==> src/rtl/freq_meter.sv <==
// Square-wave meter: reports high time, low time, period and divider setting
// of an asynchronous input, measured in clk cycles, with a stuck-input watchdog.
module freq_meter #(
  parameter int unsigned WIDTH   = 32,
  parameter int unsigned TIMEOUT = 50_000_000
) (
  input  logic             clk,
  input  logic             reset,
  input  logic             sig_in,
  output logic [WIDTH-1:0] high_time,
  output logic [WIDTH-1:0] low_time,
  output logic [WIDTH-1:0] period,
  output logic [WIDTH-1:0] divisor_est,
  output logic             valid,
  output logic             stuck
);

  localparam int unsigned      WD_W    = $clog2(TIMEOUT) + 1;
  localparam logic [WIDTH-1:0] CNT_MAX = '1;

  typedef enum logic [1:0] {
    WAIT_LOW,
    WAIT_RISE,
    MEAS_HIGH,
    MEAS_LOW
  } state_t;

  state_t           r_state;
  state_t           w_state_nxt;
  logic             r_s1;
  logic             r_s2;
  logic             r_s3;
  logic [WIDTH-1:0] r_cnt_high;
  logic [WIDTH-1:0] r_cnt_low;
  logic [WIDTH-1:0] w_cnt_high_nxt;
  logic [WIDTH-1:0] w_cnt_low_nxt;
  logic [WD_W-1:0]  r_wd;
  logic [WIDTH:0]   w_sum;
  logic             w_rise;
  logic             w_fall;
  logic             w_edge;
  logic             w_timeout;
  logic             w_publish;

  assign w_rise    = r_s2 & ~r_s3;
  assign w_fall    = ~r_s2 & r_s3;
  assign w_edge    = w_rise | w_fall;
  // An edge in the expiry cycle clears the watchdog instead of tripping it
  assign w_timeout = ~w_edge && (r_wd == WD_W'(TIMEOUT - 1));
  assign w_sum     = {1'b0, r_cnt_high} + {1'b0, r_cnt_low};

  always_comb begin
    w_state_nxt    = r_state;
    w_cnt_high_nxt = r_cnt_high;
    w_cnt_low_nxt  = r_cnt_low;
    w_publish      = 1'b0;
    case (r_state)
      WAIT_LOW: begin
        if (!r_s2) w_state_nxt = WAIT_RISE;
      end
      WAIT_RISE: begin
        if (w_rise) begin
          w_cnt_high_nxt = WIDTH'(1);
          w_cnt_low_nxt  = '0;
          w_state_nxt    = MEAS_HIGH;
        end
      end
      MEAS_HIGH: begin
        if (w_fall) begin
          w_cnt_low_nxt = WIDTH'(1);
          w_state_nxt   = MEAS_LOW;
        end else if (r_cnt_high != CNT_MAX) begin
          w_cnt_high_nxt = r_cnt_high + WIDTH'(1);
        end
      end
      MEAS_LOW: begin
        if (w_rise) begin
          w_publish      = 1'b1;
          w_cnt_high_nxt = WIDTH'(1);
          w_cnt_low_nxt  = '0;
          w_state_nxt    = MEAS_HIGH;
        end else if (r_cnt_low != CNT_MAX) begin
          w_cnt_low_nxt = r_cnt_low + WIDTH'(1);
        end
      end
      default: w_state_nxt = WAIT_LOW;
    endcase
    if (w_timeout) w_state_nxt = WAIT_LOW;
  end

  always_ff @(posedge clk) begin
    if (reset) begin
      r_state     <= WAIT_LOW;
      r_s1        <= 1'b0;
      r_s2        <= 1'b0;
      r_s3        <= 1'b0;
      r_cnt_high  <= '0;
      r_cnt_low   <= '0;
      r_wd        <= '0;
      high_time   <= '0;
      low_time    <= '0;
      period      <= '0;
      divisor_est <= '0;
      valid       <= 1'b0;
      stuck       <= 1'b0;
    end else begin
      r_s1       <= sig_in;
      r_s2       <= r_s1;
      r_s3       <= r_s2;
      r_state    <= w_state_nxt;
      r_cnt_high <= w_cnt_high_nxt;
      r_cnt_low  <= w_cnt_low_nxt;
      if (w_edge) begin
        r_wd <= '0;
      end else if (r_wd != '1) begin
        r_wd <= r_wd + WD_W'(1);
      end
      valid <= w_publish;
      if (w_publish) begin
        high_time   <= r_cnt_high;
        low_time    <= r_cnt_low;
        period      <= w_sum[WIDTH] ? CNT_MAX : w_sum[WIDTH-1:0];
        divisor_est <= r_cnt_high - WIDTH'(1);
        stuck       <= 1'b0;
      end else if (w_timeout) begin
        stuck <= 1'b1;
      end
    end
  end

endmodule

==> config.mk <==
export PLATFORM = sky130hd
export DESIGN_NAME = freq_meter
export DESIGN_NICKNAME = d
export VERILOG_FILES = /design/src/rtl/freq_meter.sv
export SDC_FILE = /design/constraint.sdc
export NUM_CORES = 1
export LEC_CHECK = 0
export BUFFER_PORTS_ARGS = -buffer_cell sky130_fd_sc_hd__buf_4
export CAP_MARGIN = 20
export CORE_MARGIN = 4
export CORE_UTILIZATION = 35
export CTS_CLUSTER_DIAMETER = 60
export CTS_CLUSTER_SIZE = 8
export DETAILED_ROUTE_END_ITERATION = 7
export GPL_TIMING_DRIVEN = 0
export PLACE_DENSITY = 0.62
export SYNTH_ARGS = -nofsm -noshare
export SYNTH_HDL_FRONTEND = slang
export SYNTH_SLANG_ARGS = --single-unit
export TNS_END_PERCENT = 50
==> constraint.sdc <==
create_clock -name clk -period 4.8 [get_ports clk]
set_input_delay 0.72 -clock clk [delete_from_list [all_inputs] [get_ports clk]]
set_output_delay 0.72 -clock clk [all_outputs]
set_load 0.05 [all_outputs]
==> metrics <==
number of core rows=64; max layer used=met4; crit path max fanout=10; met3 wire length=1930 um; outcome=finished, final reports clean; # setup viols final=0; register area=4520 sq um; Global Route Usage Sum=18.8%; initial antenna violation count=0; post-synthesis sequential area ratio=41.5%; vias=10083; cts hold-fix bufs=0; Post-synth ARST share=0%; period utilization=76.7%; Syn Area/Cell=8.07 sq um; clk sinks=226; setup TNS=0 ps; H-tree depth=2; worst rel slew slack=43.7%; CP cell instances=ha_1 > fa_1 > a211oi_2 > o21ai_1 > o2111a_1 > o41a_1 > o2111ai_1 > a21oi_1 > and3b_1 > buf_2 > buf_4 > a311oi_1; Pwr per Cell Area=320 nW/um^2; WL per Instance=17.0 um; remaining global-route overflow=0; Final nets=1562; Setup Skew=22.7 ps; TritonCTS clock tree=built; net load switching power=946 uW; chip height=185 um; r2r setup slk=1120 ps; CP Depth=12; crit path to=period[31]$_SDFFE_PP0P_; reg2reg start=r_cnt_high[0]$_SDFFE_PP0P_; Largest delay share family, worst path=compound AO/OA/AOI/OAI gates; CP startpoint kind=flop; Setup Buffers After CTS=0; Final min period=3680 ps; Die X=185 um; Crit Path Category=flop to flop; first-pass GRT wire length=51100 um; vias in the first global route=9464; Gate power share=2.7%; clock buffer depth=3; FF-to-FF End=period[31]$_SDFFE_PP0P_; sequential share of power=44.1%; YS warnings=0; DR vias/cell=5.25; peak supply drop=198 uV; CP Capture Type=flop; remaining antenna violation count=0; max cap viols=0; I/O pin total=133; slowest stage cell, crit path=o41a_1; Static Leak=5.15 nW; Gates resized, CTS repair=0; Synth Register Bits=226; Cells after Synth=1352; multi-input logic area=5970 sq um; largest net degree at the start of global routing=11; clock share of power=53.2%; DRT met1 WL=14500 um; gpl congestion=0.904; Layout area overhead=22.8%; Port Buf Inserts=131; worst hold path startpoint=r_s1$_SDFF_PP0_; Max stage delay on crit path=480 ps; CP arrival=4030 ps; Buf/Inv on CP=2; RSZ-0062 raised after global routing=false; CP required=5140 ps; Crit. Startpoint=r_cnt_high[0]$_SDFFE_PP0P_; initial drt markers=620; Netlist cell types=63; Mapped Nets=1394; Mapped Area=10900 sq um; commonest cells after routing, fill and taps aside=226 x dfxtp_1, 216 x nand2_1, 175 x nor2_1; initial core utilization=35.6%; FILL cells=3077; number of synthesized flops with an enable pin=0; Hold Path Class=flop to flop; metal2 WL=15200 um; CTS clk-pin slew, worst paths=50 ps; clk_lat worst skew=520 ps; commonest non-fill, non-tap cell in the layout=dfxtp_1; Pint=3.35 mW; Num CTS Buffers=35; total wire length=32700 um; core area=30700 sq um; layout cells sized above 1=13.1%; Slew @ Worst Pin=845 ps; Sw Ratio=22.0%; endpoints failing hold=0; top_reg_cell synth=dfxtp_1; fin. max-slew vios=0; Clock Tree Root=clkbuf_16; DRC errors left=0; Max Clk Rate=272 MHz; Util after Layout=43.7%; hold slack=437 ps; TritonRoute pass-1 iters=5; Die ar.=34100 sq um; Final HPWL DP=24900 um; worst r2r path cells=12; ANT cells=0
cells by family after synthesis:
| group | after synthesis | share of synthesized area (%) |
|---|---|---|
| adders and majority gates | 39 | 4.54 |
| and+or+nand+nor | 572 | 24.0 |
| AOI/OAI and AO/OA | 306 | 17.6 |
| muxes | 1 | 0.0918 |
| xor gates and xnor gates | 107 | 8.59 |
| DFF | 226 | 41.5 |
| buffers and inverters | 101 | 3.75 |
worst min path at each step:
stage / to / slack (ps) / cells after the start
2_1_floorplan: r_s2$_SDFF_PP0_ / 410 / 1
3_3_place_gp: r_s2$_SDFF_PP0_ / 430 / 1
3_5_place_dp: r_s2$_SDFF_PP0_ / 420 / 1
4_1_cts: r_s1$_SDFF_PP0_ / 420 / 2
5_1_grt: low_time[12]$_SDFFE_PP0P_ / 470 / 2
6_report: r_s2$_SDFF_PP0_ / 440 / 1
cells in the mapped netlist, drive strengths merged (23+ instances only):
| cell | count | share of area, % |
|---|---|---|
| a211oi | 58 | 4.0 |
| clkbuf | 64 | 2.2 |
| a21oi | 126 | 5.8 |
| ha | 38 | 4.4 |
| o21ai | 51 | 2.3 |
| dfxtp | 226 | 41 |
| nor2 | 175 | 6.0 |
| xnor2 | 54 | 4.3 |
| or3 | 32 | 1.8 |
| nand3 | 27 | 1.2 |
| inv | 23 | 0.79 |
| xor2 | 53 | 4.3 |
| nand2 | 217 | 7.5 |
| nor3 | 26 | 1.3 |
power groups by stage:
| stage | Combinational, mW | Clock [mW] | Sequential, mW |
|---|---|---|---|
| 2_1_floorplan | 0.0711 | 0 | 1.93 |
| 3_3_place_gp | 0.113 | 0 | 1.93 |
| 3_5_place_dp | 0.115 | 0 | 1.93 |
| 4_1_cts | 0.115 | 2.34 | 1.89 |
| 5_1_grt | 0.127 | 2.42 | 1.89 |
| 6_report | 0.115 | 2.28 | 1.89 |
cell type report:
cell class | instances | area share (%)
Multi-Input combinational cell | 1025 | 44.6
Sequential cell | 226 | 33.8
Timing Repair Buffer | 131 | 7.34
Clock buffer | 37 | 6.67
Tap cell | 396 | 3.70
Buffer | 78 | 2.41
Clock inverter | 6 | 0.878
Inverter | 23 | 0.644
state kept, by name, indices dropped and copies added (netlist names):
signal       count
divisor_est     32
high_time       32
low_time        32
period          32
r_cnt_high      32
r_cnt_low       32
r_s1             1
r_s2             1
r_s3             1
r_state          2
r_wd            27
stuck            1
valid            1
routing by layer:
metal | up-vias | global-route usage (%)
met5 | - | 0
met4 | 0 | 7.13
met3 | 70 | 3.73
met2 | 257 | 30.8
met1 | 4737 | 24.5
li1 | 5019 | -
worst reg2reg max path: cells and delay by family (launching register included):
kind	cells	cell delay, ps
AOI/OAI and AO/OA	7	1750
and+or+nand+nor	1	210
DFF	1	410
buffers and inverters	2	380
adders and majority gates	2	760
through the flow:
stage          setup WS, ps  total power, mW  cells  area (sq um)
4_1_cts                1090             4.34   1922         13400
2_1_floorplan          1750             2.01   1352         10900
5_1_grt                 904             4.44   1922         13400
3_3_place_gp           1140             2.04   1879         12400
6_report               1120             4.29   1922         13400
3_5_place_dp           1130             2.04   1879         12400
Note: power is estimated with default switching activity, not from simulation.
